--- config.mk ---
export PLATFORM = sky130hd
export DESIGN_NAME = mmio_uart_tx
export DESIGN_NICKNAME = d
export VERILOG_FILES = /design/src/rtl/mmio_uart_tx.sv
export SDC_FILE = /design/constraint.sdc
export NUM_CORES = 1
export LEC_CHECK = 0
export CELL_PAD_IN_SITES_DETAIL_PLACEMENT = 0
export CELL_PAD_IN_SITES_GLOBAL_PLACEMENT = 1
export CORE_UTILIZATION = 47
export DETAILED_ROUTE_END_ITERATION = 12
export PLACE_DENSITY_LB_ADDON = 0.1
export REMOVE_ABC_BUFFERS = 1
export SYNTH_ARGS = -nofsm -noshare
export SYNTH_HDL_FRONTEND = slang
export SYNTH_SLANG_ARGS = --single-unit
export TNS_END_PERCENT = 1
--- constraint.sdc ---
create_clock -name clk -period 7.1 [get_ports clk]
set_input_delay 0.71 -clock clk [delete_from_list [all_inputs] [get_ports clk]]
set_output_delay 0.71 -clock clk [all_outputs]
set_load 0.02 [all_outputs]
--- src/rtl/mmio_uart_tx.sv ---
// Memory-mapped 8N1 UART transmitter with a byte FIFO, sitting on the core data port.
// Register map by word offset: 0 TXDATA, 1 STATUS, 2 DIV, 3 reserved.
module mmio_uart_tx #(
  parameter int CLKS_PER_BIT = 16,
  parameter int FIFO_DEPTH   = 8
) (
  input  logic        clk,
  input  logic        resetn,
  input  logic        sel,
  input  logic [13:0] d_addr,
  input  logic [31:0] dw_data,
  input  logic [1:0]  dw_size,
  output logic [31:0] d_data,
  output logic        tx,
  output logic        irq
);
  localparam int AW = $clog2(FIFO_DEPTH);
  localparam logic [AW:0] DEPTH_C = (AW+1)'(FIFO_DEPTH);

  typedef enum logic [1:0] {IDLE, START, DATA, STOP} state_e;

  logic [1:0]    off;
  logic          req, fire, prev_req_q;
  logic          push, push_ok, pop, full, empty;
  logic [7:0]    mem_q [FIFO_DEPTH];
  logic [AW-1:0] wptr_q, rptr_q;
  logic [AW:0]   cnt_q, cnt_d;
  logic [15:0]   div_q;
  logic          ovf_q;
  state_e        state_q, state_d;
  logic [15:0]   bcnt_q, bcnt_d;
  logic [2:0]    bidx_q, bidx_d;
  logic [7:0]    sh_q, sh_d;
  logic          tx_q, tx_d, busy_q, busy_d, irq_q;
  logic [31:0]   status, regval, d_data_q;
  logic          unused_ok;

  assign unused_ok = ^{d_addr[13:4], dw_data[31:16]};

  // Only the first cycle of a held store acts, so a stalled store pushes once.
  assign req     = sel && (dw_size != 2'b00);
  assign fire    = req && !prev_req_q;
  assign off     = d_addr[3:2];
  assign push    = fire && (off == 2'd0);
  assign full    = (cnt_q == DEPTH_C);
  assign empty   = (cnt_q == '0);
  assign push_ok = push && (!full || pop);
  assign cnt_d   = cnt_q + {{AW{1'b0}}, push_ok} - {{AW{1'b0}}, pop};

  always_comb begin
    state_d = state_q;
    bcnt_d  = bcnt_q;
    bidx_d  = bidx_q;
    sh_d    = sh_q;
    pop     = 1'b0;
    unique case (state_q)
      IDLE: if (!empty) begin
        pop     = 1'b1;
        sh_d    = mem_q[rptr_q];
        bcnt_d  = div_q - 16'd1;
        state_d = START;
      end
      START: if (bcnt_q == '0) begin
        state_d = DATA;
        bidx_d  = 3'd0;
        bcnt_d  = div_q - 16'd1;
      end else bcnt_d = bcnt_q - 16'd1;
      DATA: if (bcnt_q == '0) begin
        sh_d   = sh_q >> 1;
        bcnt_d = div_q - 16'd1;
        if (bidx_q == 3'd7) state_d = STOP;
        else bidx_d = bidx_q + 3'd1;
      end else bcnt_d = bcnt_q - 16'd1;
      STOP: if (bcnt_q == '0) begin
        // Chain straight into the next start bit when more data is waiting.
        if (!empty) begin
          pop     = 1'b1;
          sh_d    = mem_q[rptr_q];
          bcnt_d  = div_q - 16'd1;
          state_d = START;
        end else state_d = IDLE;
      end else bcnt_d = bcnt_q - 16'd1;
      default: state_d = IDLE;
    endcase
  end

  always_comb begin
    tx_d   = 1'b1;
    if (state_d == START)     tx_d = 1'b0;
    else if (state_d == DATA) tx_d = sh_d[0];
    busy_d = (state_d != IDLE) || (cnt_d != '0);
  end

  always_comb begin
    status = (32'(cnt_q) << 8) | {28'd0, ovf_q, empty, full, busy_q};
    regval = 32'd0;
    unique case (off)
      2'd1:    regval = status;
      2'd2:    regval = {16'd0, div_q};
      default: regval = 32'd0;
    endcase
  end

  always_ff @(posedge clk) begin
    if (push_ok) mem_q[wptr_q] <= dw_data[7:0];
  end

  always_ff @(posedge clk) begin
    if (!resetn) begin
      prev_req_q <= 1'b0;
      wptr_q     <= '0;
      rptr_q     <= '0;
      cnt_q      <= '0;
      div_q      <= 16'(CLKS_PER_BIT);
      ovf_q      <= 1'b0;
      state_q    <= IDLE;
      bcnt_q     <= '0;
      bidx_q     <= '0;
      sh_q       <= '0;
      tx_q       <= 1'b1;
      busy_q     <= 1'b0;
      irq_q      <= 1'b1;
      d_data_q   <= '0;
    end else begin
      prev_req_q <= req;
      if (push_ok) wptr_q <= wptr_q + 1'b1;
      if (pop)     rptr_q <= rptr_q + 1'b1;
      cnt_q      <= cnt_d;
      if (fire && off == 2'd2)
        div_q <= (dw_data[15:0] == 16'd0) ? 16'd1 : dw_data[15:0];
      if (push && !push_ok)                         ovf_q <= 1'b1;
      else if (fire && off == 2'd1 && dw_data[3])   ovf_q <= 1'b0;
      state_q    <= state_d;
      bcnt_q     <= bcnt_d;
      bidx_q     <= bidx_d;
      sh_q       <= sh_d;
      tx_q       <= tx_d;
      busy_q     <= busy_d;
      irq_q      <= !busy_d;
      d_data_q   <= sel ? (regval >> {d_addr[1:0], 3'b000}) : 32'd0;
    end
  end

  assign d_data = d_data_q;
  assign tx     = tx_q;
  assign irq    = irq_q;
endmodule

==> flow_results.xml <==
<?xml version="1.0" encoding="UTF-8"?>
<metrics>
  <group name="run_status">
    <metric name="run_status" unit="">finished, final reports clean</metric>
  </group>
  <group name="sta">
    <metric name="drv_slew" unit="">0</metric>
    <metric name="clock_skew" unit="ns">0.008541</metric>
    <metric name="rsz0062_at_grt" unit="">false</metric>
    <metric name="report.final.setup_viol" unit="">0</metric>
    <metric name="post_route_minimum_period" unit="ns">4.212</metric>
    <metric name="worst_slew_pin_slew" unit="ns">1.186</metric>
    <metric name="max_slew_margin" unit="">0.2065</metric>
    <metric name="max_freq" unit="MHz">237.4</metric>
    <metric name="final_clock_period_utilization_by_the_worst_path" unit="">0.5932</metric>
    <metric name="hold_viol" unit="">0</metric>
    <metric name="final.setup.tns" unit="ns">0</metric>
  </group>
  <group name="drt">
    <metric name="wire_per_inst" unit="um">19.28</metric>
    <metric name="final_antenna_net_count" unit="">0</metric>
    <metric name="dr_drc_count" unit="">0</metric>
    <metric name="initialDrtViolationCount" unit="">430</metric>
    <metric name="vias_per_cell" unit="">5.882</metric>
    <metric name="num_vias" unit="">5294</metric>
    <metric name="drt_first_pass_iters" unit="">5</metric>
    <metric name="route.final.wire_length" unit="um">17350</metric>
  </group>
  <group name="yosys">
    <metric name="dominantRegCellSynth" unit="">sky130_fd_sc_hd__dfxtp_1</metric>
    <metric name="count_of_cell_types_in_the_netlist" unit="">71</metric>
    <metric name="synthesis.instances" unit="">668</metric>
    <metric name="syn_avg_cell_area" unit="sq um">10.50</metric>
    <metric name="synth-warning-count" unit="">0</metric>
    <metric name="synth_seq_area_share" unit="">0.4996</metric>
    <metric name="synth_enable_flop_cells" unit="">64</metric>
    <metric name="async_reset_ff_frac" unit="">0</metric>
    <metric name="total_of_flip_flops_plus_latches_after_synthesis" unit="">143</metric>
    <metric name="netlist_area" unit="sq um">7012</metric>
  </group>
  <group name="clock_tree">
    <metric name="worstSkewPairLatency" unit="ns">0.43</metric>
    <metric name="cts.clk_slew.worst_paths" unit="ns">0.06</metric>
    <metric name="cts_hold_buffers" unit="">0</metric>
    <metric name="cts.sink_count" unit="">143</metric>
    <metric name="cts-buffers-inserted" unit="">17</metric>
    <metric name="clockRootBuffer" unit="">sky130_fd_sc_hd__clkbuf_16</metric>
    <metric name="cts_post_setup_buffers_inserted" unit="">0</metric>
    <metric name="tritoncts" unit="">done</metric>
    <metric name="ctsHtreeMaxLevel" unit="">4</metric>
    <metric name="post_cts_resize_count" unit="">0</metric>
    <metric name="cts_buffer_depth" unit="">2</metric>
  </group>
  <group name="finish">
    <metric name="final_net_count" unit="">775</metric>
    <metric name="area_delta_synth_final" unit="%">14.92</metric>
    <metric name="register_area" unit="sq um">3503</metric>
    <metric name="multi_input_comb_area" unit="sq um">3223</metric>
    <metric name="fill_cells" unit="">1282</metric>
    <metric name="drive_above_1_share" unit="">0.09916</metric>
    <metric name="antenna_cells_inserted" unit="">0</metric>
    <metric name="finalInstanceArea" unit="sq um">8058</metric>
  </group>
  <group name="power_and_ir_drop">
    <metric name="power_leakage" unit="nW">2.850</metric>
    <metric name="ir_worst_vdd" unit="mV">0.2390</metric>
    <metric name="cellPowerDensity" unit="nW/um^2">377.4</metric>
  </group>
  <group name="die">
    <metric name="die-width" unit="um">124.1</metric>
    <metric name="ios" unit="">85</metric>
    <metric name="initial_utilization" unit="">0.4824</metric>
    <metric name="die_h" unit="um">124.1</metric>
    <metric name="die_area" unit="sq um">15410</metric>
    <metric name="core_area" unit="sq um">14530</metric>
    <metric name="core.rowCount" unit="">44</metric>
  </group>
  <group name="placed_design">
    <metric name="gp_congestion" unit="">0.7949</metric>
    <metric name="dpl_cell_area" unit="sq um">7535</metric>
    <metric name="portBuffers" unit="">42</metric>
    <metric name="place.detailed.hpwl" unit="um">11690</metric>
  </group>
  <group name="worst_setup_path">
    <metric name="worstPathMaxFanout" unit="">10</metric>
    <metric name="worst_reg2reg_startpoint" unit="">bcnt_q[0]$_SDFF_PN0_</metric>
    <metric name="timing.critical_path.arrival" unit="ns">4.58</metric>
    <metric name="r2r.worst_path.cells" unit="">15</metric>
    <metric name="timing.critical_path.required" unit="ns">7.47</metric>
    <metric name="r2r_slack" unit="ns">2.89</metric>
    <metric name="critical_path.cell_chain" unit="">inv_1 -&gt; ha_1 -&gt; nor3b_2 -&gt; nand3_1 -&gt; nor3_1 -&gt; o21ai_0 -&gt; inv_1 -&gt; ha_1 -&gt; inv_1 -&gt; ha_1 -&gt; fa_1 -&gt; nor3_1 -&gt; nand2_1 -&gt; nor3_1 -&gt; nand2b_1</metric>
    <metric name="regToRegEndpoint" unit="">irq$_SDFF_PN1_</metric>
    <metric name="timing.setup.critical_path_class" unit="">reg2reg</metric>
    <metric name="worst_setup_path_end_kind" unit="">flop</metric>
    <metric name="cp-startpoint" unit="">bcnt_q[0]$_SDFF_PN0_</metric>
    <metric name="critical-path-max-stage-delay" unit="ns">0.55</metric>
    <metric name="crit_slowest_cell" unit="">sky130_fd_sc_hd__nor3b_2</metric>
    <metric name="startpoint_type" unit="">flop</metric>
  </group>
  <group name="global_route">
    <metric name="globalRouteMet1Util" unit="">0.3389</metric>
    <metric name="grt_antenna_before_repair" unit="">0</metric>
    <metric name="grt_use_met3" unit="">0.05495</metric>
    <metric name="grt_overflow_total" unit="">0</metric>
    <metric name="first_global_vias" unit="">5076</metric>
    <metric name="grt.busiest_layer" unit="">met2</metric>
    <metric name="grt_first_pass_wirelength" unit="um">27340</metric>
    <metric name="met2_usage" unit="">0.3750</metric>
    <metric name="grt_usage" unit="">0.2427</metric>
    <metric name="grt_start_max_net_pins" unit="">33</metric>
  </group>
  <group name="flow_run">
    <metric name="max_cap_violations" unit="">0</metric>
  </group>
  <group name="hold_path">
    <metric name="hold_end" unit="">ovf_q$_SDFFE_PN0P_</metric>
    <metric name="hold_depth" unit="">2</metric>
    <metric name="hold_path_startpoint" unit="">ovf_q$_SDFFE_PN0P_</metric>
    <metric name="min-delay-path-class" unit="">reg2reg</metric>
  </group>
</metrics>
power by group:
part / leakage (nW) / switching [W] / internal [W]
combinational: 1.38 / 0.000725 / 0.000454
sequential: 1.22 / 0.000114 / 0.000946
clock: 0.246 / 0.000355 / 0.000448
total: 2.85 / 0.00119 / 0.00185
cells by family after synthesis:
logic type                 after synthesis  share of synthesized area
other                                    1                  0.0005348
DFF                                    143                     0.4996
AOI/OAI and AO/OA                      140                     0.1354
xor gates and xnor gates                29                    0.03622
and+or+nand+nor                        226                     0.1617
muxes                                   36                    0.07709
buffers and inverters                   72                    0.05085
adders and majority gates               21                    0.03854
through the flow:
stage          hold slack, ns    util  worst slack, ns  total power, W  instances
2_1_floorplan          0.4364       -            2.918        0.001892        631
3_3_place_gp           0.4554  0.5184            3.064        0.002194        868
3_5_place_dp           0.4581  0.5184            3.031        0.002225        868
4_1_cts                0.4661  0.5544            2.964        0.003033        900
5_1_grt                0.5057  0.5544            2.570        0.003213        900
6_report               0.4672  0.5544            2.888        0.003041        900
worst max-delay path by stage:
stage                         to  slack [ns]  cells after the start
2_1_floorplan  busy_q$_SDFF_PN0_        2.92                     15
3_3_place_gp      irq$_SDFF_PN1_        3.06                     15
3_5_place_dp      irq$_SDFF_PN1_        3.03                     15
4_1_cts           irq$_SDFF_PN1_        2.96                     15
5_1_grt           irq$_SDFF_PN1_        2.57                     15
6_report          irq$_SDFF_PN1_        2.89                     15
layout make-up:
class	count	area share
Sequential cell	143	0.4348
Multi-Input combinational cell	468	0.4000
Timing Repair Buffer	53	0.06242
Clock buffer	20	0.05419
Tap cell	184	0.02857
Clock inverter	12	0.01071
Inverter	20	0.009317
worst max-delay path, delay by kind of cell (launching register included):
family / cells / cell delay [ns]
flip-flops: 1 / 0.34
adder cells (fa/ha/maj): 4 / 1.04
AO/OA/AOI/OAI: 1 / 0.34
buffers and inverters: 3 / 0.31
AND/OR/NAND/NOR: 7 / 2.13
metal layers:
layer	share of wire	up-vias
met4	0.011	0
met5	0	-
met2	0.46	175
met3	0.054	18
met1	0.47	2573
li1	-	2528
registers in the layout (all words and copies together), names as in the netlist, named ones only:
register,flops
bcnt_q,16
bidx_q,3
busy_q,1
cnt_q,4
d_data,16
div_q,16
irq,1
mem_q,64
ovf_q,1
prev_req_q,1
rptr_q,3
sh_q,8
state_q,2
tx,1
wptr_q,3
cells in the mapped netlist (10+ instances only):
library cell	number	share of area
sky130_fd_sc_hd__a22oi_1	17	0.018
sky130_fd_sc_hd__nand2_1	43	0.023
sky130_fd_sc_hd__nor4_1	10	0.0089
sky130_fd_sc_hd__mux4_2	14	0.045
sky130_fd_sc_hd__a211oi_1	12	0.013
sky130_fd_sc_hd__clkbuf_1	29	0.016
sky130_fd_sc_hd__and2_1	10	0.0089
sky130_fd_sc_hd__nor3_1	20	0.014
sky130_fd_sc_hd__dfxtp_1	79	0.23
sky130_fd_sc_hd__xor2_1	11	0.014
sky130_fd_sc_hd__edfxtp_1	64	0.27
sky130_fd_sc_hd__xnor2_1	18	0.022
sky130_fd_sc_hd__nand3_1	27	0.019
sky130_fd_sc_hd__nor2_1	71	0.038
sky130_fd_sc_hd__a21oi_1	36	0.026
sky130_fd_sc_hd__buf_4	16	0.017
sky130_fd_sc_hd__o21ai_0	20	0.014
sky130_fd_sc_hd__inv_1	20	0.011
sky130_fd_sc_hd__mux2i_1	18	0.026
sky130_fd_sc_hd__ha_1	20	0.036
cells in the final DEF, fill, tap and decap left out, drive strengths merged, types with 11 or more instances in the layout:
cell type / instances
ha: 20
clkbuf: 20
a22oi: 17
xor2: 11
nand2: 44
edfxtp: 64
nor2: 71
conb: 16
inv: 24
mux4: 14
a211oi: 12
nand3: 27
buf: 11
o21ai: 21
dfxtp: 79
and2: 11
a21oi: 36
mux2i: 18
nor3: 22
xnor2: 18
clkdlybuf4s50: 42
No activity file was read; power rests on OpenSTA's default activity.
==> RTL edit (same settings) <==
Take the reset off `sh_q` and `d_data_q` and load them in a clocked block of their own.
--- a/src/rtl/mmio_uart_tx.sv
+++ b/src/rtl/mmio_uart_tx.sv
@@ -117,9 +117,7 @@
       bcnt_q     <= '0;
       bidx_q     <= '0;
-      sh_q       <= '0;
       tx_q       <= 1'b1;
       busy_q     <= 1'b0;
       irq_q      <= 1'b1;
-      d_data_q   <= '0;
     end else begin
       prev_req_q <= req;
@@ -134,10 +132,13 @@
       bcnt_q     <= bcnt_d;
       bidx_q     <= bidx_d;
-      sh_q       <= sh_d;
       tx_q       <= tx_d;
       busy_q     <= busy_d;
       irq_q      <= !busy_d;
-      d_data_q   <= sel ? (regval >> {d_addr[1:0], 3'b000}) : 32'd0;
     end
+  end
+
+  always_ff @(posedge clk) begin
+    sh_q     <= sh_d;
+    d_data_q <= sel ? (regval >> {d_addr[1:0], 3'b000}) : 32'd0;
   end
 
Check against the original RTL: not equivalent (Yosys sat finds a counterexample within 4 cycles, from zero or initial values and one cycle with resetn low).
==> RTL edit against the unedited design <==
- sequential cell count unchanged
- die area increased by 1.7%
- synthesized cell count is 1.5% lower
- fmax decreased by 4.3%
- cell area grew 2.3%
- routed wire length down 1.2%
- power grew 2.8%
- setup slack got worse by 190 ps
- global-route usage down 1.4 points
- area after synthesis increased by 1.7%
- critical path depth decreased by 4
- sequential power rose by 4%
- core utilization grew 0.83 points
- largest power group unchanged
==> RTL edit: results (changes against the unedited design) <==
[worst_setup_path]
reg2reg_from=state_q[1]
reg2reg_depth=11  ; -4
reg2reg_setup_slack_ps=2700  ; -190 ps
reg2reg_to=busy_q
cpPeakStageDelay_ps=770  ; +220 ps
crit_fanout=19  ; +9
crit_slowest_cell=ha_1
crit_end=busy_q

[power_and_ir_drop]
ir_drop_v=0.000252  ; +5.2%
p_int_mw=1.93  ; +4.4%
power_density_nw_per_um2=379  ; +0.51%
p_seq_mw=1.10  ; +4%
p_leak_nw=2.89  ; +1.3%

[yosys]
synth.area.mux_share=0.0993  ; +0.0222
synth_compound_area_frac=0.128  ; -0.00722
synth-edff-count=71  ; +11%
syn_area_per_cell_um2=10.8  ; +3.3%
yosys.area_share.adder=0.0379  ; -0.000656
synth_area_leaders=edfxtp_1 (30%), dfxtp_1 (20%), mux2i_1 (5.2%)
synth_commonest_cells=dfxtp_1 (72), edfxtp_1 (71), nor2_1 (65)

[timing]
clock_skew_ps=6.75  ; -1.79 ps
tightest_slew_ps=1290  ; +108 ps

[routing]
routed_via_density=5.94  ; +1.0%
met3_length_um=763  ; -18%
drt_first_iter_violations=425  ; -1.2%
dr.pass1.iters=7  ; +2
met2WireLength_um=7880  ; -1.9%
met1_length_um=8330  ; +1.7%

[finish]
final_nets=762  ; -1.7%
drive_above_1_share=0.0967  ; -0.00243

[place]
place_area_um2=7650  ; +1.5%
gp_congestion=0.834  ; +4.9%

[outcome]
status=finished, final reports clean

[grt]
grt_pass1_vias=5064  ; -0.24%
grt_max_degree=32  ; -3.0%
grt_pass1_wl_um=27400  ; +0.15%
use_met2=0.368  ; -0.00694
grtUsageTotal=0.228  ; -0.0142
grt_util_met1=0.313  ; -0.0258
grt_use_met3=0.0505  ; -0.00445

==> RTL edit: changes by cell type in the layout (fill, tap and decap cells not counted), sizes merged, moves of 6 or more <==
cell,unedited run,this run
a22oi,17,8
a21oi,36,26
dfxtp,79,72
nor2,71,65
mux2i,18,37
nand3,27,14
nand2,44,38
edfxtp,64,71
inv,24,30
o31ai,0,6
==> RTL edit: worst reg2reg max path, stage by stage (launching register included) <==
cell and delay, ps:
dfxtp_1 440, ha_1 770, or4b_1 540, o41a_1 450
nor3_1 500, ha_1 330, inv_1 60, ha_1 170
fa_1 430, nor3_1 180, nand2_1 150, o31a_1 270
==> RTL edit: final cells by class <==
type / count / area, µm²
Multi-Input combinational cell: 455 / 3270
Tap cell: 184 / 230
Clock buffer: 17 / 425
Timing Repair Buffer: 51 / 488
Inverter: 22 / 82.6
Fill cell: 1253 / 6400
Clock inverter: 15 / 169
Sequential cell: 143 / 3570
